<file path="src/rtl/fp_divider.sv">
// Sequential IEEE-754 binary32 divider (out = in1 / in2), radix-2 restoring
// mantissa division one quotient bit per clock, start/done handshake.
// Ports: clk, rst (async active-high), start, in1, in2 -> busy, done (pulse),
//        out, invalid, div_zero, overflow, underflow (held until next done).
module fp_divider (
  input  logic        clk,
  input  logic        rst,
  input  logic        start,
  input  logic [31:0] in1,
  input  logic [31:0] in2,
  output logic        busy,
  output logic        done,
  output logic [31:0] out,
  output logic        invalid,
  output logic        div_zero,
  output logic        overflow,
  output logic        underflow
);

  typedef enum logic [2:0] {
    IDLE, CAPTURE, SPECIAL, DIVIDE, ROUND
  } state_t;

  state_t             state;
  logic        [31:0] a;
  logic        [31:0] b;
  logic        [25:0] rem;
  logic        [23:0] dvs;
  logic        [25:0] quo;
  logic         [4:0] cnt;
  logic signed  [9:0] exp_q;

  // operand classification; denormals count as zero
  logic sgn;
  logic a_zero, a_inf, a_nan;
  logic b_zero, b_inf, b_nan;
  logic special;

  assign sgn    = a[31] ^ b[31];
  assign a_zero = (a[30:23] == 8'd0);
  assign a_inf  = (&a[30:23]) & ~(|a[22:0]);
  assign a_nan  = (&a[30:23]) & (|a[22:0]);
  assign b_zero = (b[30:23] == 8'd0);
  assign b_inf  = (&b[30:23]) & ~(|b[22:0]);
  assign b_nan  = (&b[30:23]) & (|b[22:0]);
  assign special = a_zero | a_inf | a_nan |
                   b_zero | b_inf | b_nan;

  logic [31:0] sp_res;
  logic        sp_inv;
  logic        sp_dz;

  always_comb begin
    sp_res = {sgn, 31'd0};
    sp_inv = 1'b0;
    sp_dz  = 1'b0;
    if (a_nan | b_nan | (a_zero & b_zero) |
        (a_inf & b_inf)) begin
      sp_res = 32'h7FC0_0000;
      sp_inv = 1'b1;
    end else if (a_inf) begin
      sp_res = {sgn, 8'hFF, 23'd0};
    end else if (b_zero) begin
      sp_res = {sgn, 8'hFF, 23'd0};
      sp_dz  = 1'b1;
    end
  end

  // one restoring step
  logic        ge;
  logic [25:0] diff;
  logic [25:0] nxt;

  assign ge   = (rem >= {2'b00, dvs});
  assign diff = rem - {2'b00, dvs};
  assign nxt  = ge ? diff : rem;

  // normalise, round-to-nearest-even, range check
  logic        [25:0] qn;
  logic signed  [9:0] en;
  logic signed  [9:0] ef;
  logic        [24:0] msum;
  logic        [22:0] man;
  logic               guard;
  logic               sticky;
  logic               inc;
  logic        [31:0] rn_res;
  logic               rn_ovf;
  logic               rn_unf;

  always_comb begin
    qn     = quo[25] ? quo : {quo[24:0], 1'b0};
    en     = quo[25] ? exp_q : exp_q - 10'sd1;
    guard  = qn[1];
    sticky = qn[0] | (rem != 26'd0);
    inc    = guard & (sticky | qn[2]);
    msum   = {1'b0, qn[25:2]} + {24'd0, inc};
    man    = msum[24] ? msum[23:1] : msum[22:0];
    ef     = msum[24] ? en + 10'sd1 : en;
    rn_ovf = 1'b0;
    rn_unf = 1'b0;
    if (ef >= 10'sd255) begin
      rn_res = {sgn, 8'hFF, 23'd0};
      rn_ovf = 1'b1;
    end else if (ef <= 10'sd0) begin
      rn_res = {sgn, 31'd0};
      rn_unf = 1'b1;
    end else begin
      rn_res = {sgn, ef[7:0], man};
    end
  end

  always_ff @(posedge clk or posedge rst) begin
    if (rst) begin
      state     <= IDLE;
      a         <= '0;
      b         <= '0;
      rem       <= '0;
      dvs       <= '0;
      quo       <= '0;
      cnt       <= '0;
      exp_q     <= '0;
      busy      <= 1'b0;
      done      <= 1'b0;
      out       <= '0;
      invalid   <= 1'b0;
      div_zero  <= 1'b0;
      overflow  <= 1'b0;
      underflow <= 1'b0;
    end else begin
      done <= 1'b0;
      case (state)
        IDLE: begin
          if (start) begin
            a     <= in1;
            b     <= in2;
            busy  <= 1'b1;
            state <= CAPTURE;
          end
        end
        CAPTURE: begin
          if (special) begin
            state <= SPECIAL;
          end else begin
            rem   <= {2'b01, a[22:0]};
            dvs   <= {1'b1, b[22:0]};
            quo   <= '0;
            cnt   <= 5'd25;
            exp_q <= $signed({2'b00, a[30:23]})
                   - $signed({2'b00, b[30:23]})
                   + 10'sd127;
            state <= DIVIDE;
          end
        end
        SPECIAL: begin
          out       <= sp_res;
          invalid   <= sp_inv;
          div_zero  <= sp_dz;
          overflow  <= 1'b0;
          underflow <= 1'b0;
          done      <= 1'b1;
          busy      <= 1'b0;
          state     <= IDLE;
        end
        DIVIDE: begin
          quo <= {quo[24:0], ge};
          rem <= nxt << 1;
          cnt <= cnt - 5'd1;
          if (cnt == 5'd0) state <= ROUND;
        end
        ROUND: begin
          out       <= rn_res;
          invalid   <= 1'b0;
          div_zero  <= 1'b0;
          overflow  <= rn_ovf;
          underflow <= rn_unf;
          done      <= 1'b1;
          busy      <= 1'b0;
          state     <= IDLE;
        end
        default: state <= IDLE;
      endcase
    end
  end

endmodule

</file>
<file path="config.mk">
export PLATFORM = sky130hd
export DESIGN_NAME = fp_divider
export DESIGN_NICKNAME = d
export VERILOG_FILES = /design/src/rtl/fp_divider.sv
export SDC_FILE = /design/constraint.sdc
export NUM_CORES = 1
export LEC_CHECK = 0
export ABC_AREA = 1
export CORE_MARGIN = 5
export CORE_UTILIZATION = 39
export CTS_BUF_LIST = sky130_fd_sc_hd__clkbuf_8 sky130_fd_sc_hd__clkbuf_16
export DETAILED_ROUTE_END_ITERATION = 12
export GPL_TIMING_DRIVEN = 0
export RECOVER_POWER = 25
export SYNTH_ARGS = -nofsm -noshare
export SYNTH_HDL_FRONTEND = slang
export SYNTH_SLANG_ARGS = --single-unit
export TNS_END_PERCENT = 100
</file>
<file path="constraint.sdc">
create_clock -name clk -period 19.17 [get_ports clk]
set_clock_uncertainty 0.15 [all_clocks]
set_input_delay 2.8755 -clock clk [delete_from_list [all_inputs] [get_ports clk]]
set_output_delay 2.8755 -clock clk [all_outputs]
set_load 0.03 [all_outputs]
</file>
==> results.py <==
metrics = {
    "run_status": {
        "status": "finished with violations",
        "violations": "capacitance limit, slew limit",
    },
    "yosys": {
        "synth_nets": 1696,
        "yosys-top-cells-area": "dfrtp_1 (41%), nand2_1 (10%), inv_1 (6.8%)",
        "ys_types": 52,
        "postSynthCellCount": 1589,
        "synth_ff_type": "dfrtp_1",
        "yosysTopAreaCellShare_pct": 40.8,
        "avgSynthCellArea_um2": 7.57,
        "async_flop_share_pct": 100,
        "synth_edf_count": 0,
        "yosysSeqAreaShare_pct": 40.8,
        "yosysWarnings": 0,
        "yosys.area.top_type": "dfrtp_1",
        "ys_ff_latch": 196,
        "syn_area_mm2": 0.0120,
    },
    "drt": {
        "via_per_inst": 5.14,
        "first_pass_iters": 5,
        "wire_per_inst_um": 16.2,
        "drc": 0,
        "drt-initial-drc-count": 764,
        "drtAntennaViolNets": 0,
        "wl_mm": 34.3,
        "vias": 10900,
    },
    "placement": {
        "placed_area_mm2": 0.0136,
        "io_buffers": 104,
        "dp_hpwl_mm": 26.9,
        "dp.cells": 2090,
        "gp_congestion": 0.931,
    },
    "timing": {
        "max_freq_ghz": 0.169,
        "tightest_slew_ns": 3.84,
        "final.period_utilization_pct": 30.9,
        "period_minus_slack_ns": 5.92,
        "hold_ws_ns": 0.334,
        "rsz0062_at_grt": "no",
        "finalSetupViolations": 0,
        "relSlewSlack_pct": -158,
        "tns_ns": 0,
        "drv_slew": 84,
        "final_hold_viol_count": 0,
    },
    "floorplanning": {
        "die-height_um": 186,
        "ios": 105,
        "core-area_mm2": 0.0305,
        "start_util_pct": 39.4,
        "dieArea_mm2": 0.0344,
        "placementRows": 64,
        "die_w_um": 186,
    },
    "hold_path": {
        "hold_class": "reg2reg",
    },
    "cells_and_area": {
        "drive_above_1_share_pct": 7.18,
        "fillers": 3100,
        "design_area_mm2": 0.0142,
        "antenna-diode-count": 0,
        "final_cells": 2122,
        "areaGrowthSynthToFinish_pct": 18.0,
        "fin_nets": 1820,
    },
    "clocking": {
        "post_cts_buffers": 0,
        "cts_root_buf": "clkbuf_16",
        "clock_sinks": 196,
        "clkLatencyLatePin_ns": 0.44,
        "numCtsBuffers": 17,
        "clk_pin_slew_ns": 0.07,
        "cts.path.max_buffers": 2,
        "cts_resized": 0,
        "htreeDepth": 4,
        "cts_tree": "yes",
        "hold_buffers": 0,
    },
    "global_routing": {
        "grt_pass1_vias": 10800,
        "grt-ovfl-total": 0,
        "grt_max_degree": 114,
        "grtUsageTotal_pct": 20.4,
        "antenna_found_initial": 0,
        "grt_pass1_wl_mm": 56.4,
    },
    "power_and_ir_drop": {
        "irDropWorstVdd_v": 0.0000841,
        "power.total_mw": 2.54,
        "power_leakage_nw": 6.61,
        "power.density_mw_per_mm2": 179,
    },
    "worst_setup_path": {
        "crit_required_ns": 18.91,
        "cp_cell_sequence": "dlygate4sd3_1, clkinvlp_2",
        "worstPathMaxFanout": 84,
        "critical_path_class": "in2async",
        "crit_arrival_ns": 5.66,
        "critPathTopFamily": "buffers and inverters",
        "critPathSlowestCell": "clkinvlp_2",
        "startpoint_type": "input pin",
        "cp_slowest_stage_delay_ns": 2.14,
        "worstSetupEndpointType": "async pin",
        "cp_num_buf_inv": 2,
    },
    "job": {
        "maxCapViolations": 1,
    },
}
[synth_stat cells, types with 3 or more instances]
| master | count |
|---|---|
| nand3_2 | 4 |
| buf_6 | 10 |
| o21ai_0 | 96 |
| nor4_1 | 20 |
| nand2_1 | 326 |
| xor2_1 | 28 |
| o21bai_1 | 4 |
| nand3_1 | 91 |
| xnor2_1 | 16 |
| nand3b_1 | 3 |
| mux2_2 | 12 |
| inv_2 | 4 |
| o21ai_2 | 16 |
| nand4_1 | 31 |
| nor2_1 | 170 |
| dfrtp_1 | 196 |
| o21ai_1 | 20 |
| nor2_4 | 6 |
| buf_1 | 5 |
| nand2_2 | 12 |
| o22ai_1 | 30 |
| a21oi_1 | 109 |
| ha_1 | 38 |
| a21o_1 | 7 |
| a31oi_1 | 4 |
| o211ai_1 | 18 |
| nor3_1 | 16 |
| or2_2 | 6 |
| nor2_2 | 7 |
| clkbuf_1 | 37 |
| inv_1 | 219 |
[cells by family after synthesis]
family / after synthesis / share of synthesized area [%]
and+or+nand+nor: 699 / 25.7
AOI/OAI and AO/OA: 315 / 14.9
buffers and inverters: 281 / 9.76
DFF: 196 / 40.8
xor gates and xnor gates: 46 / 3.48
adders and majority gates: 40 / 4.29
muxes: 12 / 1.12
[per-stage QoR]
| stage | setup WS [ns] | util (%) |
|---|---|---|
| floorplan | 10.80 | - |
| global placement | 8.04 | 44.4 |
| detailed placement | 14.00 | 44.6 |
| CTS | 14.46 | 46.5 |
| global route | 12.57 | 46.5 |
| finish | 13.25 | 46.5 |
[layout make-up]
cell class,count,area [µm²],area share [%]
inverter,224,845,5.95
clock inverter,14,161,1.14
sequential,196,4900,34.6
multi-input combinational,1112,5940,41.9
tap,396,495,3.49
timing repair buffer,105,1070,7.53
buffer,57,330,2.33
clock buffer,18,439,3.10
[layout by cell type (no fill, tap or decap), types with 3 or more instances in the layout]
| cell | count |
|---|---|
| inv_2 | 3 |
| clkbuf_16 | 17 |
| clkbuf_1 | 41 |
| a21o_1 | 7 |
| o22ai_1 | 30 |
| nor4_1 | 20 |
| nand3_2 | 4 |
| nor3_1 | 16 |
| nor2_1 | 170 |
| clkinv_4 | 3 |
| o21bai_1 | 4 |
| mux2_2 | 12 |
| inv_8 | 4 |
| nand3_1 | 91 |
| o211ai_1 | 18 |
| nand4_1 | 31 |
| inv_1 | 219 |
| nand2_1 | 326 |
| or2_2 | 6 |
| o21ai_2 | 16 |
| nor2_2 | 7 |
| dfrtp_1 | 196 |
| ha_1 | 38 |
| a21oi_1 | 109 |
| buf_6 | 10 |
| nand3b_1 | 3 |
| a31oi_1 | 4 |
| clkdlybuf4s50_1 | 102 |
| o21ai_0 | 98 |
| nor2_4 | 6 |
| xnor2_1 | 16 |
| xor2_1 | 28 |
| o21ai_1 | 18 |
| nand2_2 | 12 |
[per-layer routing]
layer | share of wire [%] | track usage (%) | vias to the layer above
met5 | 0 | 0 | -
met4 | 1.5 | 4.28 | 0
met1 | 49 | 30.2 | 5141
li1 | - | - | 5457
met2 | 43 | 31.4 | 281
met3 | 5.7 | 3.87 | 36
[sequential cells by signal, summed over array words and instances (netlist names)]
name	cells
invalid	1
busy	1
b	32
done	1
exp_q	10
dvs	24
div_zero	1
rem	26
overflow	1
a	32
quo	26
out	32
underflow	1
cnt	5
state	3
[path summary, 6_finish.rpt]
kind / cells past startpoint / slack [ns] / to / start
min in group asynchronous: 2 / 3.87 / a[9] / rst
min: 2 / 0.33 / rem[25] / rem[25]
max: 2 / 13.25 / out[29] / rst
min reg2reg: 2 / 0.33 / rem[25] / rem[25]
max in group clk: 5 / 14.33 / a[7] / start
max reg2reg: 13 / 15.26 / rem[20] / rem[0]
[power by group]
part | internal, mW | switching [mW] | leakage, nW | total, mW
Sequential | 0.574 | 0.113 | 2.37 | 0.687
Clock | 0.190 | 0.180 | 0.298 | 0.370
Combinational | 0.506 | 0.980 | 3.95 | 1.49
Power figures use the tool's default switching activity.
